--- src/rtl/param_seq_fsm_pkg.sv ---
// Shared definitions for the parametrised sequencer: sizing helper, legal
// state-count range, the per-cycle action encoding and a debug label function.
package seq_fsm_pkg;

    localparam int NUM_STATES_MIN = 2;
    localparam int NUM_STATES_MAX = 16;
    localparam int IDX_ZERO       = 0;

    // Winning action for one cycle, already resolved by priority.
    typedef enum logic [2:0] {
        ACT_NONE,
        ACT_ABORT,
        ACT_HOLD,
        ACT_TIMEOUT,
        ACT_STEP,
        ACT_WRAP,
        ACT_DONE
    } seq_action_e;

    // Index width for a given state count; never below one bit.
    function automatic int seq_clog2(input int value);
        int result;
        int rem;
        result = 0;
        rem    = value - 1;
        while (rem > 0) begin
            result = result + 1;
            rem    = rem >> 1;
        end
        return (result == 0) ? 1 : result;
    endfunction

    // Human-readable label for waveform viewers; not used by synthesised logic.
    function automatic string state_name(input int idx);
        return $sformatf("SEQ_S%0d", idx);
    endfunction

endpackage

--- src/rtl/param_seq_fsm_if.sv ---
// Control/status bundle between a sequencer client (master) and the
// sequencer itself (slave).
interface param_seq_fsm_if
    import seq_fsm_pkg::*;
#(
    parameter int NUM_STATES = 4,
    parameter int TIMEOUT_W  = 8
) ();

    localparam int IDX_W = seq_clog2(NUM_STATES);

    logic [NUM_STATES-1:0] advance;
    logic                  hold;
    logic                  abort;
    logic [TIMEOUT_W-1:0]  timeout_val;
    logic [IDX_W-1:0]      state_idx;
    logic [NUM_STATES-1:0] state_onehot;
    logic                  step_pulse;
    logic                  wrap_pulse;
    logic                  timeout_err;
    logic                  done;

    modport master (
        output advance, hold, abort, timeout_val,
        input  state_idx, state_onehot, step_pulse, wrap_pulse, timeout_err, done
    );

    modport slave (
        input  advance, hold, abort, timeout_val,
        output state_idx, state_onehot, step_pulse, wrap_pulse, timeout_err, done
    );

endinterface

--- src/rtl/param_seq_fsm_dwell_timer.sv ---
// Per-state dwell counter: clears on state entry, freezes on hold, saturates,
// and flags when the programmed dwell limit is about to be reached.
module seq_dwell_timer #(
    parameter int W = 8
) (
    input  logic         clk,
    input  logic         reset,
    input  logic         clr,
    input  logic         hold,
    input  logic         en,
    input  logic [W-1:0] limit,
    output logic         expire
);

    logic [W-1:0] cnt_q;
    logic [W-1:0] cnt_d;

    always_comb begin
        cnt_d = cnt_q;
        if (clr) begin
            cnt_d = '0;
        end else if (!hold && (cnt_q != '1)) begin
            cnt_d = cnt_q + W'(1);
        end
    end

    always_ff @(posedge clk) begin
        if (reset) begin
            cnt_q <= '0;
        end else begin
            cnt_q <= cnt_d;
        end
    end

    // A limit of zero disables the check; an already-passed limit never matches.
    assign expire = en && !hold && (limit != '0) && (cnt_q == (limit - W'(1)));

endmodule

--- src/rtl/param_seq_fsm.sv ---
// Linear sequencer: steps through NUM_STATES states gated by per-state advance
// bits, with abort, hold, dwell timeout and ring/one-shot termination.
module param_seq_fsm
    import seq_fsm_pkg::*;
#(
    parameter int NUM_STATES = 4,
    parameter int TIMEOUT_W  = 8,
    parameter bit WRAP       = 1'b1
) (
    input logic             clk,
    input logic             reset,
    param_seq_fsm_if.slave  bus
);

    localparam int IDX_W = seq_clog2(NUM_STATES);
    localparam logic [IDX_W-1:0] FIRST_IDX = IDX_W'(IDX_ZERO);
    localparam logic [IDX_W-1:0] LAST_IDX  = IDX_W'(NUM_STATES - 1);

    if ((NUM_STATES < NUM_STATES_MIN) || (NUM_STATES > NUM_STATES_MAX)) begin : g_bad_num_states
        $error("param_seq_fsm: NUM_STATES out of range");
    end

    logic [IDX_W-1:0]      state_q, state_d;
    logic [NUM_STATES-1:0] onehot_q;
    logic                  step_q, step_d;
    logic                  wrap_q, wrap_d;
    logic                  terr_q, terr_d;
    logic                  done_q, done_d;
    logic                  dwell_clr;
    logic                  expire;
    seq_action_e           action;

    seq_dwell_timer #(.W(TIMEOUT_W)) u_dwell (
        .clk    (clk),
        .reset  (reset),
        .clr    (dwell_clr),
        .hold   (bus.hold),
        .en     (!done_q),
        .limit  (bus.timeout_val),
        .expire (expire)
    );

    // Resolve abort > hold > timeout > advance into a single action.
    always_comb begin
        action = ACT_NONE;
        if (bus.abort) begin
            action = ACT_ABORT;
        end else if (bus.hold) begin
            action = ACT_HOLD;
        end else if (expire) begin
            action = ACT_TIMEOUT;
        end else if (bus.advance[state_q]) begin
            if (state_q != LAST_IDX) begin
                action = ACT_STEP;
            end else if (WRAP) begin
                action = ACT_WRAP;
            end else if (!done_q) begin
                action = ACT_DONE;
            end
        end
    end

    always_comb begin
        state_d   = state_q;
        done_d    = done_q;
        step_d    = 1'b0;
        wrap_d    = 1'b0;
        terr_d    = 1'b0;
        dwell_clr = 1'b0;
        case (action)
            ACT_ABORT: begin
                state_d   = FIRST_IDX;
                done_d    = 1'b0;
                dwell_clr = 1'b1;
            end
            ACT_TIMEOUT: begin
                state_d   = FIRST_IDX;
                terr_d    = 1'b1;
                dwell_clr = 1'b1;
            end
            ACT_STEP: begin
                state_d   = state_q + IDX_W'(1);
                step_d    = 1'b1;
                dwell_clr = 1'b1;
            end
            ACT_WRAP: begin
                state_d   = FIRST_IDX;
                step_d    = 1'b1;
                wrap_d    = 1'b1;
                dwell_clr = 1'b1;
            end
            ACT_DONE: begin
                done_d = 1'b1;
                step_d = 1'b1;
            end
            default: begin
            end
        endcase
    end

    // One-hot is decoded from the next state so it lines up with state_idx.
    always_ff @(posedge clk) begin
        if (reset) begin
            state_q  <= FIRST_IDX;
            onehot_q <= NUM_STATES'(1);
            step_q   <= 1'b0;
            wrap_q   <= 1'b0;
            terr_q   <= 1'b0;
            done_q   <= 1'b0;
        end else begin
            state_q  <= state_d;
            onehot_q <= NUM_STATES'(1) << state_d;
            step_q   <= step_d;
            wrap_q   <= wrap_d;
            terr_q   <= terr_d;
            done_q   <= done_d;
        end
    end

    assign bus.state_idx    = state_q;
    assign bus.state_onehot = onehot_q;
    assign bus.step_pulse   = step_q;
    assign bus.wrap_pulse   = wrap_q;
    assign bus.timeout_err  = terr_q;
    assign bus.done         = done_q;

endmodule

--- src/flat_wrapper.sv ---
// flat-port wrapper written by rule: the top's interface ports become plain ports
module param_seq_fsm_flat import seq_fsm_pkg::*;
#(
    parameter int NUM_STATES = 4,
    parameter int TIMEOUT_W  = 8,
    parameter bit WRAP       = 1'b1
)
  (clk, reset, bus_advance, bus_hold, bus_abort, bus_timeout_val, bus_state_idx, bus_state_onehot, bus_step_pulse, bus_wrap_pulse, bus_timeout_err, bus_done);
  param_seq_fsm_if #(.NUM_STATES(NUM_STATES), .TIMEOUT_W(TIMEOUT_W)) bus_i ();
  input logic clk;
  input logic reset;
  input wire logic [$bits(bus_i.advance)-1:0] bus_advance;
  input wire logic [$bits(bus_i.hold)-1:0] bus_hold;
  input wire logic [$bits(bus_i.abort)-1:0] bus_abort;
  input wire logic [$bits(bus_i.timeout_val)-1:0] bus_timeout_val;
  output wire logic [$bits(bus_i.state_idx)-1:0] bus_state_idx;
  output wire logic [$bits(bus_i.state_onehot)-1:0] bus_state_onehot;
  output wire logic [$bits(bus_i.step_pulse)-1:0] bus_step_pulse;
  output wire logic [$bits(bus_i.wrap_pulse)-1:0] bus_wrap_pulse;
  output wire logic [$bits(bus_i.timeout_err)-1:0] bus_timeout_err;
  output wire logic [$bits(bus_i.done)-1:0] bus_done;
  assign bus_i.advance = bus_advance;
  assign bus_i.hold = bus_hold;
  assign bus_i.abort = bus_abort;
  assign bus_i.timeout_val = bus_timeout_val;
  assign bus_state_idx = bus_i.state_idx;
  assign bus_state_onehot = bus_i.state_onehot;
  assign bus_step_pulse = bus_i.step_pulse;
  assign bus_wrap_pulse = bus_i.wrap_pulse;
  assign bus_timeout_err = bus_i.timeout_err;
  assign bus_done = bus_i.done;
  param_seq_fsm #(.NUM_STATES(NUM_STATES), .TIMEOUT_W(TIMEOUT_W), .WRAP(WRAP)) u_core (.clk(clk), .reset(reset), .bus(bus_i));
endmodule
--- config.mk ---
export PLATFORM = sky130hd
export DESIGN_NAME = param_seq_fsm_flat
export DESIGN_NICKNAME = d
export VERILOG_FILES = /design/src/rtl/param_seq_fsm_pkg.sv /design/src/rtl/param_seq_fsm_if.sv /design/src/rtl/param_seq_fsm_dwell_timer.sv /design/src/rtl/param_seq_fsm.sv /design/src/flat_wrapper.sv
export SDC_FILE = /design/constraint.sdc
export NUM_CORES = 1
export LEC_CHECK = 0
export ABC_CLOCK_PERIOD_IN_PS = 3000
export BUFFER_PORTS_ARGS = -buffer_cell sky130_fd_sc_hd__buf_2
export CAP_MARGIN = 20
export CORE_MARGIN = 2
export CORE_UTILIZATION = 45
export DETAILED_ROUTE_END_ITERATION = 6
export PLACE_DENSITY = 0.68
export SETUP_SLACK_MARGIN = 0.1
export SYNTH_ARGS = -nofsm -noshare
export SYNTH_HDL_FRONTEND = slang
export SYNTH_SLANG_ARGS = --single-unit
--- constraint.sdc ---
create_clock -name clk -period 3 [get_ports clk]
set_input_delay 0.9 -clock clk [delete_from_list [all_inputs] [get_ports clk]]
set_output_delay 0.9 -clock clk [all_outputs]
set_load 0.02 [all_outputs]
* Word-level counts from Yosys, hierarchy flattened
Cells that the tools add are included.
** Cells by class
- Reductions and logical operators :: 12
- Add/subtract/negate cells :: 3
- Shift-type cells :: 1
- Magnitude comparators :: 1
- Equal/unequal tests :: 8
- Multiplexer cells :: 13
** Operators by type and width (number)
- $mux 3 :: 4
- $eq 3x3->1 const B :: 3
- $add 8x1->8 const B :: 1
- $eq 8x8->1 :: 1
- $ne 8x8->1 const B :: 1
- $reduce_bool 8->1 :: 1
- $sub 8x1->8 const B :: 1
- $mux 1 :: 6
- $reduce_or 3->1 :: 2
- $logic_and 1x1->1 :: 4
- $pmux 2 s2 :: 1
- $reduce_or 4->1 :: 1
- $shl 1x2->4 const A :: 1
- $eq 3x1->1 const B :: 1
- $eq 3x2->1 const B :: 1
- $lt 2x3->1 const B :: 1
- $add 2x1->2 const B :: 1
- $bmux 1 s2 :: 1
- $logic_not 1->1 :: 2
- $ne 2x2->1 const B :: 1
- $pmux 1 s2 :: 1
- $reduce_bool 2->1 :: 1
- $reduce_or 2->1 :: 1
** Word-level totals
- Flip-flop bits (word level) :: 18
- Output and inout port bits :: 10
- Bits of input ports :: 16

* Depth between registers and ports, before layout
Gate-level depths: netlist (run 1).
- Depth in word-level cells :: 11
- Depth in mapped cells :: 8
- Depth with buffers taken out :: 7

* Hierarchy
From an unflattened synthesis (run 1), not the netlist that was laid out.
** Unflattened totals
- Cell total of the unflattened synthesis :: 128
- Area total of the unflattened synthesis :: 1093.5 µm²
** Modules (own cells, without submodules)
- seq_dwell_timer :: times used 1, cells each 82, seq. area each 160.2 µm², area each 626.9 µm²
- param_seq_fsm :: times used 1, cells each 46, seq. area each 200.2 µm², area each 466.7 µm²

* Least setup slack after synthesis (run 1)
No wires, ideal clock.
- Path kind :: input port to flip-flop
- Start point :: input bus_timeout_val[0]
- End point :: register u_core.u_dwell.cnt_q[4]
- Arrival time :: 2.340 ns
- Stages :: 8
- Setup slack :: 0.541 ns
- Path through :: inv_1 > ha_1 > or2b_1 > nor4b_1 > a31oi_1 > nor4b_4 > buf_6 > nor3_1
** Between the ends
- Word-level cells in the longest chain between the ends :: 10
- Elaborated cells on any way between the ends :: 15
** Ends and longest elaborated chain
- start, declared :: RTL line flat_wrapper.sv:15 : input wire logic [$bits(bus_i.timeout_val)-1:0] bus_timeout_val;
- $sub 8x1->8 / $reduce_bool 8->1 (equally long branches) :: RTL line param_seq_fsm_dwell_timer.sv:36 : assign expire = en && !hold && (limit != '0) && (cnt_q == (limit - W'(1)));
- $eq 8x8->1 / $logic_and 1x1->1 (equally long branches) :: RTL line param_seq_fsm_dwell_timer.sv:36
- $logic_and 1x1->1 * :: RTL line param_seq_fsm_dwell_timer.sv:36
- $mux 3 * :: RTL line param_seq_fsm.sv:50 : end else if (expire) begin
- $mux 3 * :: RTL line param_seq_fsm.sv:48 : end else if (bus.hold) begin
- $mux 3 * :: RTL line param_seq_fsm.sv:46 : if (bus.abort) begin
- $eq 3x1->1, or another cell as far along :: RTL line param_seq_fsm.sv:70 : case (action)
- $reduce_or 4->1 (no source line) *
- $mux 1 * :: RTL line param_seq_fsm.sv:70
- $reduce_or 2->1 (no source line) *
- end signal, assigned :: RTL line param_seq_fsm_dwell_timer.sv:31 : cnt_q <= cnt_d;
- end, declared :: RTL line param_seq_fsm_dwell_timer.sv:15 : logic [W-1:0] cnt_q;
Every way passes the cells marked *; elsewhere a longest branch is shown, timed or not.
A chain may end at the register's enable or synchronous reset.

* Worst setup path in the final report (run 1)
- Start point :: input bus_timeout_val[0]
- End point :: register u_core.u_dwell.cnt_q[0]
Same word-level chain as after synthesis.

==> results of run 1 <==
cell families after synthesis:
kind of cell    synth area share, %
compound gates                 13.8
mux                            4.74
xor+xnor                       7.72
buf+inv                        3.64
flops                          31.8
simple gates                   35.1
fa+ha+maj                      3.31
per-stage QoR:
| step | total power (uW) | std cells | utilization [%] | worst slack [ns] |
|---|---|---|---|---|
| finish | 465 | 190 | 54.8 | 0.628 |
| global route | 488 | 190 | 54.8 | 0.509 |
| CTS | 470 | 190 | 54.8 | 0.640 |
| detailed placement | 321 | 186 | 53.3 | 0.311 |
| floorplan | 293 | 131 | - | 0.541 |
| global placement | 318 | 186 | 53.3 | 0.402 |
path summary, 6_finish.rpt:
path                                           endpoint  slack, ns  cells after the start
worst max-delay path            u_core.u_dwell.cnt_q[0]       0.63                      9
worst min-delay path                    u_core.bus.done       0.50                      1
worst max register to register  u_core.u_dwell.cnt_q[0]       1.11                      4
worst min register to register          u_core.bus.done       0.50                      1
flip-flops by register name (all words and copies together), names as in the netlist:
| signal | flops |
|---|---|
| u_core.bus.timeout_err | 1 |
| u_core.bus.done | 1 |
| u_core.bus.wrap_pulse | 1 |
| u_core.u_dwell.cnt_q | 8 |
| u_core.bus.state_onehot | 4 |
| u_core.bus.step_pulse | 1 |
| u_core.bus.state_idx | 2 |
layer usage:
metal  track usage [%]  up-vias  part of all wire, %
met4              7.50        0                  1.3
met5                 0        -                    0
met1              21.9      527                   47
li1                  -      556                    -
met2              30.3       32                   48
met3              1.91        4                  4.1
worst register-to-register path, delay by kind of cell, from the launching register on:
| kind | cells | cell delay (ns) |
|---|---|---|
| AO/OA/AOI/OAI | 2 | 0.41 |
| flip-flops | 1 | 0.51 |
| multiplexers | 1 | 0.63 |
| AND/OR/NAND/NOR | 1 | 0.24 |
final cells by class:
class / instances / area [sq um] / share of cell area [%]
clock buffer: 4 / 36.3 / 2.72
tap: 30 / 37.5 / 2.81
sequential: 18 / 360 / 27.0
inverter: 7 / 26.3 / 1.97
multi-input combinational: 104 / 733 / 55.0
timing repair buffer: 27 / 140 / 10.5
where the power goes:
part	switching, uW	internal [uW]
clock	76.0	74.0
sequential	2.75	241
combinational	41.0	29.8
total	120	345
synthesized netlist by cell type (3+ instances only):
master | number | area [sq um]
a31oi_1 | 3 | 18.8
a21oi_1 | 7 | 35.0
xnor2_1 | 8 | 70.1
and3_1 | 4 | 25.0
nor2_1 | 11 | 41.3
a211oi_1 | 6 | 45.0
dfxtp_1 | 18 | 360
nand2_1 | 5 | 18.8
nand3_1 | 7 | 35.0
ha_1 | 3 | 37.5
nor4_1 | 7 | 43.8
nor3_1 | 11 | 55.1
inv_1 | 6 | 22.5
==> impl_metrics.json, run 1 <==
{
  "outcome": "finished clean",
  "synth.net_count": 150,
  "cts_tree": "yes",
  "critPathArrivalTime_ns": 2.56,
  "via_per_inst": 5.89,
  "grt_pass1_vias": 951,
  "fill_cells": 230,
  "worst_hold_startpoint": "u_core.bus.done",
  "dr_total_vias": 1119,
  "drt-initial-drc-count": 44,
  "placed_cell_area_sq_um": 1300,
  "antenna_found_initial": 0,
  "max_slew_margin_pct": 68.5,
  "cp_cell_sequence": "buf_2, inv_1, ha_1, and2b_1, and3_1, nor4_2, nor4b_4, buf_4, nor4_1",
  "reg2reg_from": "u_core.bus.state_idx[0]",
  "area_growth_pct": 17.5,
  "grt_pass1_wl_microns": 3840,
  "design_area_sq_um": 1330,
  "synth_seq_area_share_pct": 31.8,
  "avgSynthCellArea_sq_um": 8.66,
  "p_per_area_nw_per_um2": 349,
  "hold_ws_ns": 0.499,
  "finClkSkew_ns": 0.00631,
  "port_buffers": 25,
  "final_cell_mix": "25 x buf_2, 18 x dfxtp_1, 11 x nor3_1, 11 x nor2_1, 8 x xnor2_1",
  "period_needed_ns": 2.37,
  "cp_slowest_stage_delay_ns": 0.37,
  "hold_viol": 0,
  "fp.dieW_microns": 54.2,
  "htree_levels": 1,
  "netlist_area_sq_um": 1130,
  "io_pins": 26,
  "overflow": 0,
  "cp_top_family": "simple AND/OR/NAND/NOR gates",
  "ys.warnings.count": 0,
  "cts_setup_buffers": 0,
  "fin_crit_sh_pct": 79.1,
  "core_sq_um": 2430,
  "ys.flop_type": "dfxtp_1",
  "hold_path_class": "reg -> reg",
  "crit_type": "in -> reg",
  "final_common_cell": "buf_2",
  "cp_data_required_time_ns": 3.19,
  "rows": 18,
  "synth_seq_cells": 18,
  "clk_latency_ns": 0.29,
  "start_util_pct": 46.7,
  "startpoint": "bus_timeout_val[0]",
  "first_pass_iters": 4,
  "drt-total-wl_microns": 2540,
  "dieArea_sq_um": 2940,
  "synth_edf_count": 0,
  "fmax_mhz": 422,
  "cts_buffers": 3,
  "clkSlewWorstSetupHoldPaths_ns": 0.10,
  "yosysUniqueCellTypes": 39,
  "drive_gt1_share_pct": 23.8,
  "track_usage_pct": 17.5,
  "drv_cap": 0,
  "cts_root_buffer": "clkbuf_4",
  "slew_violations": 0,
  "post_drt_wl_per_cell_microns": 13.4,
  "leakagePower_uw": 0.000556,
  "nNetsFinal": 180,
  "critPathMaxFanout": 17,
  "clock_path_buffers": 2,
  "clkSinkCount": 18,
  "postRouteAntennaNets": 0,
  "setup_viol": 0,
  "critPathSlowestCell": "nor4_2",
  "fin_tns_setup_ns": 0,
  "start_kind": "primary input",
  "worstMarginPinSlew_ns": 0.470,
  "cp-end-kind": "flip-flop",
  "synthCells": 131,
  "cp_num_buf_inv": 3,
  "route.detailed.drc": 0,
  "rsz0062_at_grt": "false",
  "ys_async_sr_fraction_pct": 0,
  "post_cts_resized": 0,
  "place_congestion": 0.830,
  "dp_hpwl_microns": 2020,
  "hold_buffers": 0,
  "grt_max_degree": 18,
  "num_antenna_cells": 0,
  "peakVddDrop_uv": 232,
  "fp.dieH_microns": 54.2
}
Power figures use the tool's default switching activity.
==> inputs of run 2 (changes only) <==
ABC_CLOCK_PERIOD_IN_PS = 2100   (was 3000)
PLACE_DENSITY = 0.71   (was 0.68)
clock period = 2.1 ns   (was 3 ns; I/O delays follow)
==> impl_metrics.json, run 2 (synthesis gave the netlist of run 1 again) <==
{
  "hold_depth": 1,
  "swShare_pct": 27.2,
  "max_slew_margin_pct": 77.3,
  "route.detailed.drc": 0,
  "reg2reg_from": "u_core.bus.state_idx[0]",
  "clock_path_buffers": 2,
  "fin_util_pct": 63.1,
  "cts_buffers": 3,
  "critPathSlowestCell": "nor4b_2",
  "cts_root_buffer": "clkbuf_4",
  "via_per_inst": 5.91,
  "critPathArrivalTime_ns": 2.22,
  "track_usage_pct": 21.7,
  "p_clk_share_pct": 31.1,
  "cts_tree": "yes",
  "post_drt_wl_per_cell_microns": 15.2,
  "drive_gt1_share_pct": 36.3,
  "area_growth_pct": 35.3,
  "worstMarginPinSlew_ns": 0.339,
  "start_util_pct": 46.7,
  "place_congestion": 0.861,
  "power.internal_uw": 511,
  "drt-total-wl_microns": 3070,
  "p_switching_uw": 191,
  "first_pass_iters": 5,
  "hold_end": "u_core.bus.done",
  "top_register": "u_core.u_dwell.cnt_q",
  "fp.dieH_microns": 54.2,
  "rsz0062_at_grt": "true",
  "fp.dieW_microns": 54.2,
  "r2r_setup_slack_ns": 0.30,
  "share_comb_of_total_power_pct": 19.4,
  "p_per_area_nw_per_um2": 457,
  "nNetsFinal": 191,
  "drt-initial-drc-count": 32,
  "dieArea_sq_um": 2940,
  "clkSlewWorstSetupHoldPaths_ns": 0.10,
  "cp_cell_sequence": "buf_4, inv_12, ha_4, or2b_1, nor4b_2, a31oi_2, nor4b_4, buf_12, and2_1",
  "dp_hpwl_microns": 2250,
  "r2r_cells": 6,
  "fin_crit_sh_pct": 94.1,
  "cp_top_family": "simple AND/OR/NAND/NOR gates",
  "grt_max_degree": 18,
  "worst_hold_startpoint": "u_core.bus.done",
  "cp_num_buf_inv": 3,
  "postRouteAntennaNets": 0,
  "final_common_cell": "buf_2",
  "hold_path_class": "reg -> reg",
  "slew_violations": 0,
  "start_kind": "primary input",
  "leakagePower_uw": 0.000622,
  "overflow": 0,
  "grt_pass1_wl_microns": 4640,
  "rows": 18,
  "peakVddDrop_uv": 313,
  "outcome": "finished clean",
  "htree_levels": 1,
  "cp_data_required_time_ns": 2.35,
  "dp_slack_ns": -0.303,
  "timing.rr.end": "u_core.bus.state_idx[0]",
  "critPathMaxFanout": 17,
  "dr_total_vias": 1188,
  "io_pins": 26,
  "core_sq_um": 2430,
  "fmax_mhz": 506,
  "grt_pass1_vias": 1082,
  "port_buffers": 25,
  "largest_register_ffs": 8,
  "antenna_found_initial": 0,
  "setup_viol": 0,
  "clk_latency_ns": 0.30,
  "hold_viol": 0,
  "num_antenna_cells": 0,
  "setup_ws_ns": 0.124,
  "cp-end-kind": "flip-flop",
  "cp_slowest_stage_delay_ns": 0.31,
  "finClkSkew_ns": 0.00235,
  "seq_power_share_pct": 49.6,
  "period_needed_ns": 1.98,
  "clkSinkCount": 18,
  "crit_type": "in -> reg",
  "drv_cap": 0,
  "final_cell_mix": "24 x buf_2, 18 x dfxtp_1, 13 x buf_4"
}
[run 2: cell count changes in the layout (fill, tap and decap cells not counted), moves of 2 or more]
cell	change
buf_4	+11
nor3_1	-4
nor4b_1	-2
nor4_4	+2
nor4_1	-2
nor4b_2	+2
inv_1	-2
nor3_2	+4
[run 2: worst max-delay path by stage]
stage / start / slack, ns / endpoint / cells after the start
after floorplan: bus_timeout_val[1] / -0.01 / u_core.bus.step_pulse / 8
after global placement: bus_timeout_val[1] / -0.19 / u_core.u_dwell.cnt_q[2] / 9
after detailed placement: bus_timeout_val[1] / -0.30 / u_core.u_dwell.cnt_q[2] / 9
after CTS: bus_timeout_val[1] / 0.09 / u_core.bus.state_idx[1] / 9
after global routing: bus_timeout_val[1] / 0.06 / u_core.bus.state_onehot[0] / 9
final: bus_timeout_val[1] / 0.12 / u_core.bus.timeout_err / 9
[run 2: final cells by class]
class	instances	area, sq um
inverters	7	43.8
clock buffers	4	36.3
fillers	218	897
multi-input cells	104	820
flip-flops and latches	18	360
well taps	30	37.5
repair buffers	38	238
[run 2: what timing repair did]
action | 4_1_cts | 5_1_grt
gates resized for setup | 5 | 3
setup endpoints to repair | 3 | 9
hold buffers | 0 | 0
buffers inserted | 0 | 0
pin swaps | 2 | 1
[run 2: power groups by stage]
stage | combinational (uW) | sequential [uW] | clock [uW]
2_1_floorplan | 63.5 | 360 | 0
3_3_place_gp | 123 | 356 | 0
3_5_place_dp | 127 | 356 | 0
4_1_cts | 131 | 348 | 216
5_1_grt | 147 | 349 | 227
6_report | 136 | 348 | 218
[run 2: worst register-to-register path: cells and delay by family (launching register included)]
| family | cells | cell delay, ns |
|---|---|---|
| simple gates | 3 | 0.38 |
| buf+inv | 1 | 0.17 |
| compound gates | 1 | 0.18 |
| flops | 1 | 0.40 |
| mux | 1 | 0.58 |
[run 2: through the flow]
stage | hold WS, ns | std cells | TNS, ns | instance area [sq um] | power, uW
finish | 0.502 | 201 | 0 | 1540 | 702
floorplan | 0.557 | 131 | -0.0186 | 1190 | 423
global placement | 0.474 | 197 | -2.34 | 1450 | 478
CTS | 0.501 | 201 | 0 | 1510 | 694
global route | 0.510 | 201 | 0 | 1540 | 722
detailed placement | 0.480 | 197 | -3.26 | 1450 | 482
[run 2: layer usage]
layer | vias to the layer above | GRT usage (%) | share of wire (%)
li1 | 580 | - | -
met4 | 0 | 7.50 | 1.3
met1 | 550 | 26.2 | 44
met2 | 53 | 40.0 | 49
met5 | - | 0 | 0
met3 | 5 | 1.64 | 6.0
